--- src/rtl/ws2812b_receiver.sv ---
// ws2812b_receiver
// Decodes a WS2812B single-wire pixel stream into 24-bit pixels.
// The receiver locks onto the line only after a full reset-low period.
// A high pulse of at least T_BIT_THRESH cycles decodes as a 1; a shorter
// legal pulse decodes as a 0. Bits are placed LSb-first at positions
// 0..23, so byte 0 of the stream lands in pixel_o[7:0].
//
// Ports
//   clk_i          system clock, rising edge
//   rst_i          synchronous active-high reset
//   din_i          asynchronous serial data line
//   pixel_o        last complete pixel; holds between pulses
//   pixel_valid_o  one-cycle pulse: pixel_o / pixel_idx_o are new
//   pixel_idx_o    0-based index of pixel_o within the current frame
//   frame_done_o   one-cycle pulse at the end of a frame
//   err_o          one-cycle pulse on a protocol violation
//
// state | meaning
// ------+----------------------------------------------------------
// SYNC  | not locked; waiting for RESET_CYCLES of continuous low
// LOW   | line low between bits; a long low ends the frame
// HIGH  | measuring the length of a high pulse
module ws2812b_receiver #(
    parameter int unsigned NUM_LED      = 768,
    parameter int unsigned RESET_CYCLES = 5000,
    parameter int unsigned T_HIGH_MIN   = 20,
    parameter int unsigned T_BIT_THRESH = 60,
    parameter int unsigned T_HIGH_MAX   = 110
) (
    input  logic        clk_i,
    input  logic        rst_i,
    input  logic        din_i,
    output logic [23:0] pixel_o,
    output logic        pixel_valid_o,
    output logic [9:0]  pixel_idx_o,
    output logic        frame_done_o,
    output logic        err_o
);

    localparam logic [1:0] ST_SYNC = 2'd0;
    localparam logic [1:0] ST_LOW  = 2'd1;
    localparam logic [1:0] ST_HIGH = 2'd2;

    localparam logic [15:0] RST_LIM = 16'(RESET_CYCLES);
    localparam logic [15:0] HI_MIN  = 16'(T_HIGH_MIN);
    localparam logic [15:0] HI_THR  = 16'(T_BIT_THRESH);
    localparam logic [15:0] HI_MAX  = 16'(T_HIGH_MAX);
    localparam logic [10:0] PX_LIM  = 11'(NUM_LED);

    logic        s1, s2, s3;
    logic        rise, fall;
    logic [1:0]  state;
    logic [15:0] low_cnt;
    logic [15:0] hi_cnt;
    logic [15:0] bit_cnt;
    logic [10:0] frame_px;
    logic [23:0] shift_q;
    logic        bit_val;
    logic [23:0] word_next;

    assign rise    = !s3 && s2;
    assign fall    = s3 && !s2;
    assign bit_val = (hi_cnt >= HI_THR);

    // Overwrite the slot at bit_cnt so stale bits from a discarded partial
    // pixel never leak into the next one.
    assign word_next = (shift_q & ~(24'd1 << bit_cnt)) | (24'(bit_val) << bit_cnt);

    always_ff @(posedge clk_i) begin
        if (rst_i) begin
            s1            <= 1'b0;
            s2            <= 1'b0;
            s3            <= 1'b0;
            state         <= ST_SYNC;
            low_cnt       <= '0;
            hi_cnt        <= '0;
            bit_cnt       <= '0;
            frame_px      <= '0;
            shift_q       <= '0;
            pixel_o       <= '0;
            pixel_idx_o   <= '0;
            pixel_valid_o <= 1'b0;
            frame_done_o  <= 1'b0;
            err_o         <= 1'b0;
        end else begin
            s1            <= din_i;
            s2            <= s1;
            s3            <= s2;
            pixel_valid_o <= 1'b0;
            frame_done_o  <= 1'b0;
            err_o         <= 1'b0;

            case (state)
                ST_SYNC: begin
                    if (s2) begin
                        low_cnt <= '0;
                    end else if (low_cnt >= RST_LIM - 16'd1) begin
                        low_cnt <= RST_LIM;
                        state   <= ST_LOW;
                    end else begin
                        low_cnt <= low_cnt + 16'd1;
                    end
                end

                ST_LOW: begin
                    if (rise) begin
                        state   <= ST_HIGH;
                        hi_cnt  <= 16'd1;
                        low_cnt <= '0;
                    end else if (!s2 && (low_cnt < RST_LIM)) begin
                        low_cnt <= low_cnt + 16'd1;
                        if ((low_cnt == RST_LIM - 16'd1) &&
                            ((bit_cnt != 16'd0) || (frame_px != 11'd0))) begin
                            frame_done_o <= 1'b1;
                            err_o        <= (bit_cnt != 16'd0);
                            bit_cnt      <= '0;
                            frame_px     <= '0;
                        end
                    end
                end

                ST_HIGH: begin
                    if (s2) begin
                        // Comparing before the increment flags the pulse on
                        // the sample that would push it past T_HIGH_MAX.
                        if (hi_cnt >= HI_MAX) begin
                            err_o    <= 1'b1;
                            bit_cnt  <= '0;
                            frame_px <= '0;
                            low_cnt  <= '0;
                            state    <= ST_SYNC;
                        end else begin
                            hi_cnt <= hi_cnt + 16'd1;
                        end
                    end else if (fall) begin
                        if (hi_cnt < HI_MIN) begin
                            err_o    <= 1'b1;
                            bit_cnt  <= '0;
                            frame_px <= '0;
                            low_cnt  <= 16'd1;
                            state    <= ST_SYNC;
                        end else begin
                            state   <= ST_LOW;
                            low_cnt <= 16'd1;
                            shift_q <= word_next;
                            if (bit_cnt == 16'd23) begin
                                bit_cnt <= '0;
                                if (frame_px < PX_LIM) begin
                                    pixel_o       <= word_next;
                                    pixel_idx_o   <= frame_px[9:0];
                                    pixel_valid_o <= 1'b1;
                                    frame_px      <= frame_px + 11'd1;
                                end else begin
                                    err_o <= 1'b1;
                                end
                            end else begin
                                bit_cnt <= bit_cnt + 16'd1;
                            end
                        end
                    end
                end

                default: state <= ST_SYNC;
            endcase
        end
    end

endmodule

--- config.mk ---
export PLATFORM = sky130hd
export DESIGN_NAME = ws2812b_receiver
export DESIGN_NICKNAME = d
export VERILOG_FILES = /design/src/rtl/ws2812b_receiver.sv
export SDC_FILE = /design/constraint.sdc
export NUM_CORES = 1
export LEC_CHECK = 0
export ABC_AREA = 1
export BUFFER_PORTS_ARGS = -buffer_cell sky130_fd_sc_hd__buf_2
export CORE_UTILIZATION = 45
export DETAILED_ROUTE_END_ITERATION = 16
export PLACE_DENSITY = 0.59
export REMOVE_ABC_BUFFERS = 1
export SLEW_MARGIN = 20
export SYNTH_ARGS = -nofsm -noshare
export SYNTH_HDL_FRONTEND = slang
export SYNTH_SLANG_ARGS = --single-unit
--- constraint.sdc ---
create_clock -name clk_i -period 2.7 [get_ports clk_i]
set_clock_uncertainty 0.2 [all_clocks]
set_input_delay 0.405 -clock clk_i [delete_from_list [all_inputs] [get_ports clk_i]]
set_output_delay 0.405 -clock clk_i [all_outputs]
set_load 0.03 [all_outputs]
==> impl_results.md, run 1 <==
* Slew Limit Fails at 0
* Synth Flop Type: dfxtp_1
* Num Clock Sinks at 125
* Status: finished, violations left
* Met3 usage at 0.0539
* Seq cells post-synth at 125
* Final hold vios at 0
* Crit path DAT at 2.50 ns
* Cell row count at 44
* I/O pin count at 40
* DRT Pass-1 Iters at 13
* Slew @ Worst Pin at 0.491 ns
* # fillers at 1517
* Reg2reg end: pixel_idx_o[4]$_SDFFE_PP0P_
* Power Dens Cells at 618 nW/um^2
* Root buffer cell: clkbuf_16
* Total number of vias at roughly 6500
* Violated checks: design-rule violations
* TNS Setup at 0 ns
* Final-stage net count at 1081
* Reg-to-Reg Start: bit_cnt[1]$_SDFFE_PP0P_
* Gr usage total at 0.230
* CP startpoint kind: flip-flop
* Antenna cells at 0
* Die area at 15700 sq um
* Core area at 14700 sq um
* Yosys top cell area share at 0.365
* Antenna Nets Post-Route at 0
* CTS H-tree depth at 4
* F_max at 0.425 GHz
* R2R depth at 8
* Final Critical Period at 2.35 ns
* VDD IR-drop max at 434 uV
* Area of the mapped netlist at just under 7000 sq um
* Critical-path maximum fanout at 21
* Area contributors post-synth: dfxtp_1 37%, nand2_1 13%, nor2_1 8.2%
* Crit path max-delay cell type: dfxtp_1
* IO Port Bufs at 39
* PnR worst setup slack at about 0.35 ns
* CP required at between 2 and 3 ns
* Post-synth EDFFs at 0
* Clock slew seen by the registers of the worst setup and hold paths at 0.06 ns
* CP endpoint: pixel_idx_o[4]$_SDFFE_PP0P_
* GRT overflow at 0
* Slew headroom at 0.673
* Hold_sp: rst_i
* Routed len/inst at 13.5 um
* Largest net degree at the start of global routing at 44
* Met1 Use GR at 0.325
* GR Util met2 at 0.345
* Drt via density at a little over 5
* Delay of the slowest critical-path stage at approximately 0.48 ns
* Yosys top cell by area: dfxtp_1
* Max_cap viols at 0
* CTS tree: done
* Die height at 125 um
* Post-synth cell types at between 40 and 50
* Type of the most critical hold path: in -> reg
* Latest clock arrival within the worst-skew pair at between 0.4 and 0.5 ns
* CP bufs+invs at 1
* Detailed Route WL at 17100 um
* Worst setup path class: reg -> reg
* Unrepaired setup endpoints after global routing: no
* Worst setup EP type: flip-flop
* Die W at 125 um
* Area growth, synth to finish at 14.3%
* Starting Density at 0.466
* Largest delay contributor family on the critical path: simple AND/OR/NAND/NOR gates
* Worst R2R Setup Slack at ~0.35 ns
* CP startpoint: bit_cnt[1]$_SDFFE_PP0P_
* First-pass GRT wire length at 29300 um
* FFs w/ async S/R, synth at 0
* GP Congestion at roughly 0.87
* Synth Warn # at 0
* Number of global-route vias before repair at 5927
* Dpl hpwl at 11800 um
* GRT Max-Usage Layer: met2
* Syn avg cell area at 6.65 sq um
* Sequential fraction of the synthesis area at 0.365
* Crit-path cells: ha_1, nand2_1, nor3_2, nand3_4, nor2_8, buf_4, o21ai_1, a21oi_1
* Final setup vio count at 0
* Static leakage at 3.49 nW
* Most frequent cell after synthesis: nand2_1
* Synth top cells by count: 240 x nand2_1, 149 x nor2_1, 125 x dfxtp_1
* Clock Path Buffers at 2
* Iter 0 DRT Violations at slightly below 500
* Tcrit/Tclk final at 0.871
* Share of cells above drive strength 1 at 0.116
* Crit path depth at 8
* Fin util at 0.532
* Design Power at approximately 4.8 mW
* Initial antenna violation count at 0
* Place WS at 0.291 ns
* Post-synthesis cell count at 1030
* Placed Instances at roughly 1200
* Final std cells w/o fill at between 1000 and 1500
* Drc violations at 2
* Num CTS Buffers at 17
==> logic make-up after synthesis <==
group	synth area share
compound gates	0.126
xor+xnor	0.0128
fa+ha+maj	0.0201
buf+inv	0.0985
flops	0.365
simple gates	0.377
==> worst reg2reg max path, delay by kind of cell (launching register included) <==
| family | cells | cell delay, ns |
|---|---|---|
| buffers and inverters | 1 | 0.29 |
| adder cells (fa/ha/maj) | 1 | 0.30 |
| AND/OR/NAND/NOR | 4 | 0.78 |
| flip-flops | 1 | 0.48 |
| AO/OA/AOI/OAI | 2 | 0.21 |
==> sequential cells by signal (all words and copies together) (netlist names), 2 cells and up <==
register and cells:
shift_q 24, hi_cnt 16, pixel_idx_o 10, state 2, frame_px 11, bit_cnt 16
low_cnt 16, pixel_o 24
==> cells in the final DEF, fill, tap and decap left out, types with 4 or more instances in the layout <==
| cell | count |
|---|---|
| o21ai_1 | 30 |
| nand3b_1 | 4 |
| o21a_1 | 8 |
| buf_4 | 21 |
| a21oi_1 | 55 |
| bufinv_16 | 4 |
| xor2_1 | 10 |
| clkinv_2 | 4 |
| buf_2 | 39 |
| dfxtp_1 | 125 |
| nand4_1 | 34 |
| ha_1 | 11 |
| nor2_2 | 6 |
| nand2_2 | 5 |
| o21ai_0 | 49 |
| nor3_1 | 26 |
| nand2_1 | 240 |
| o21bai_1 | 13 |
| clkbuf_16 | 17 |
| nor2_1 | 149 |
| nand3_1 | 85 |
| inv_1 | 101 |
==> final cells by class <==
type	count	area, sq um	share of cell area
Clock inverter	11	166	0.0213
Tap cell	184	230	0.0294
Clock buffer	21	450	0.0576
Multi-Input combinational cell	752	3680	0.470
Timing Repair Buffer	62	383	0.0489
Inverter	109	418	0.0534
Sequential cell	125	2500	0.320
==> worst min path at each step <==
stage	end	slack, ns	cells after the start
after CTS	s1$_SDFF_PP0_	0.21	2
after detailed placement	s2$_SDFF_PP0_	0.21	2
after floorplan	s2$_SDFF_PP0_	0.19	2
after global routing	bit_cnt[9]$_SDFFE_PP0P_	0.23	2
final	s1$_SDFF_PP0_	0.21	2
after global placement	s2$_SDFF_PP0_	0.22	2
==> stage by stage <==
stage,area (sq um),hold WS (ns)
final,7830,0.206
after global placement,7190,0.216
after floorplan,6590,0.188
after detailed placement,7190,0.212
after CTS,7820,0.206
after global routing,7830,0.235
==> power breakdown <==
group	internal, mW	leakage, nW	total, mW	switching, mW
registers	1.88	1.01	1.92	0.0452
clock network	1.56	0.293	2.40	0.839
logic	0.150	2.19	0.512	0.362
total	3.59	3.49	4.84	1.25
==> what timing repair did <==
| action | 4_1_cts | 5_1_grt |
|---|---|---|
| hold buffers | 1 | 0 |
| resized for setup | 0 | 1 |
| endpoints found under the setup margin | 0 | 1 |
| setup buffers | 0 | 0 |
| hold endpoints to repair | 1 | 0 |
==> routing by layer <==
metal | share of wire | routed length [um]
met5 | 0 | 0
met4 | 0.015 | 254
met3 | 0.035 | 598
met2 | 0.43 | 7340
met1 | 0.52 | 8880
No activity file was read; power rests on OpenSTA's default activity.
==> inputs of run 2 (changes only) <==
Settings changed: BUFFER_PORTS_ARGS -buffer_cell sky130_fd_sc_hd__buf_2 to default, DONT_BUFFER_PORTS from default to 1, HOLD_SLACK_MARGIN from default to 0.05, PLACE_DENSITY 0.59 to 0.57.
==> impl_results.md, run 2 (synthesis results as in run 1) <==
* Routed len/inst at 14.2 um (was 13.5 um)
* Num Clock Sinks at 125 (unchanged)
* Share of cells above drive strength 1 at 0.0783 (was 0.116)
* Total number of vias at 6290 (was 6458)
* Area occupied by multi-input gates at 3670 sq um (was 3680 sq um)
* Die W at 125 um (unchanged)
* First-pass GRT wire length at 29200 um (was 29300 um)
* Drt via density at 5.16 (was 5.11)
* CTS H-tree depth at 4 (unchanged)
* FF+latch area at 2500 sq um (unchanged)
* Type of the most critical hold path: in -> reg (unchanged)
* Final-stage net count at 1036 (was 1081)
* Antenna Nets Post-Route at 0 (unchanged)
* Critical-path maximum fanout at 11 (was 21)
* I/O pin count at 40 (unchanged)
* Slew Limit Fails at 0 (unchanged)
* GRT overflow at 0 (unchanged)
* Number of global-route vias before repair at 5799 (was 5927)
* Antenna cells at 0 (unchanged)
* Area growth, synth to finish at 11.3% (was 14.3%)
* Iter 0 DRT Violations at 423 (was 486)
* Drc violations at 4 (was 2)
* Core area at 14700 sq um (unchanged)
* GP Congestion at 0.850 (was 0.870)
* TNS Setup at 0 ns (unchanged)
* Clock slew seen by the registers of the worst setup and hold paths at 0.06 ns (about the same)
* Gr usage total at 0.230 (about the same)
* Int Pwr at 3.59 mW (about the same)
* Most common cell after layout, fill and taps aside: nand2_1 (unchanged)
* Slew @ Worst Pin at 0.483 ns (was 0.491 ns)
* Fin util at 0.519 (was 0.532)
* Status: finished, violations left (unchanged)
* CTS tree: done (unchanged)
* Logic pwr share at 0.103 (was 0.106)
* Slew headroom at 0.678 (was 0.673)
* CP required at 2.86 ns (was 2.85 ns)
* Sequential share of power at 0.394 (was 0.398)
* Detailed Route WL at 17200 um (was 17100 um)
* Clk pwr share at 0.503 (was 0.497)
* Clock Path Buffers at 2 (unchanged)
* Root buffer cell: clkbuf_16 (unchanged)
* Static leakage at 3.26 nW (was 3.49 nW)
* Postcts setup bufs at 0 (unchanged)
* # fillers at 1491 (was 1517)
* DRT Pass-1 Iters at 12 (was 13)
* Final setup vio count at 0 (unchanged)
* Switching part of the total at 0.265 (was 0.257)
* Max_cap viols at 0 (unchanged)
* CP startpoint: bit_cnt[1]$_SDFFE_PP0P_ (unchanged)
* Tcrit/Tclk final at 0.903 (was 0.871)
* Final hold vios at 0 (unchanged)
* Crit path DAT at 2.60 ns (was 2.50 ns)
* Final Critical Period at 2.44 ns (was 2.35 ns)
* Num CTS Buffers at 17 (unchanged)
* CP startpoint kind: flip-flop (unchanged)
* Initial antenna violation count at 0 (unchanged)
* F_max at 0.410 GHz (was 0.425 GHz)
* Reg-to-Reg Start: bit_cnt[1]$_SDFFE_PP0P_ (unchanged)
* Power Dens Cells at 641 nW/um^2 (was 618 nW/um^2)
* PostCTS Resize Cnt at 0 (unchanged)
* IO Port Bufs at 0 (was 39)
* Worst setup EP type: flip-flop (unchanged)
* Latest clock arrival within the worst-skew pair at 0.42 ns (about the same)
* Die area at 15700 sq um (unchanged)
* Biggest regs: pixel_o x24, shift_q x24 (unchanged)
* Most frequent cells in the layout: 240 x nand2_1, 149 x nor2_1, 125 x dfxtp_1, 101 x inv_1, 85 x nand3_1 (unchanged)
* Die height at 125 um (unchanged)
* Hold_sp: rst_i (unchanged)
* Dpl hpwl at 11800 um (about the same)
* Starting Density at 0.466 (unchanged)
* Unrepaired setup endpoints after global routing: no (unchanged)
* Cell row count at 44 (unchanged)
* VDD IR-drop max at 453 uV (was 434 uV)
* Worst setup path class: reg -> reg (unchanged)
* Switching power at 1.30 mW (was 1.25 mW)
* Largest net degree at the start of global routing at 58 (was 44)
* Violated checks: design-rule violations (unchanged)
run 2: path summary, 6_finish.rpt:
check | endpoint | slack [ns] | cells after the start
worst max-delay path | frame_px[0]$_SDFFE_PP0P_ | 0.26 | 9
worst min-delay path | frame_px[6]$_SDFFE_PP0P_ | 0.14 | 2
worst max register to register | frame_px[0]$_SDFFE_PP0P_ | 0.26 | 9
worst min register to register | low_cnt[15]$_SDFFE_PP0P_ | 0.24 | 2
run 2: through the flow:
step                std cells  hold slack [ns]  setup slack (ns)  total power [mW]  instance area, sq um
floorplan                 986            0.188            0.0919              2.30                  6590
global placement         1185            0.233             0.348              2.45                  6960
detailed placement       1185            0.233             0.295              2.45                  6960
CTS                      1218            0.136             0.274              4.93                  7620
global route             1218            0.155            0.0328              5.07                  7620
finish                   1218            0.145             0.262              4.89                  7620
run 2: power groups by stage:
stage          Sequential (mW)  Clock, mW  Combinational (mW)
2_1_floorplan             1.95          0               0.343
3_3_place_gp              1.96          0               0.484
3_5_place_dp              1.96          0               0.484
4_1_cts                   1.92       2.50               0.507
5_1_grt                   1.93       2.57               0.570
6_report                  1.92       2.46               0.505
run 2: critical path, stage by stage (launching register included):
cell and delay [ns]:
dfxtp_1 0.49, ha_1 0.30, nand2_1 0.11, nor3_1 0.38, nand3_4 0.15, nand2_2 0.19
nand3_2 0.24, inv_1 0.17, nor2_1 0.05, nor2_1 0.09
run 2: metal layers:
metal	share of wire	vias up	global-route usage
met5	0	-	0
met4	0.013	0	0.0803
met3	0.047	18	0.0466
met2	0.44	131	0.360
met1	0.50	2806	0.315
li1	-	3335	-
run 2: what timing repair did:
action                                  in CTS  in global routing
endpoints found under the hold margin       64                  0
hold buffers                                 2                  0
endpoints found under the setup margin       0                  0
run 2: area by class of cell:
cell class / count / share of cell area
repair buffers: 17 / 0.0230
clock buffers: 18 / 0.0576
clock inverters: 13 / 0.0248
flip-flops and latches: 125 / 0.328
well taps: 184 / 0.0302
multi-input cells: 752 / 0.481
inverters: 109 / 0.0548
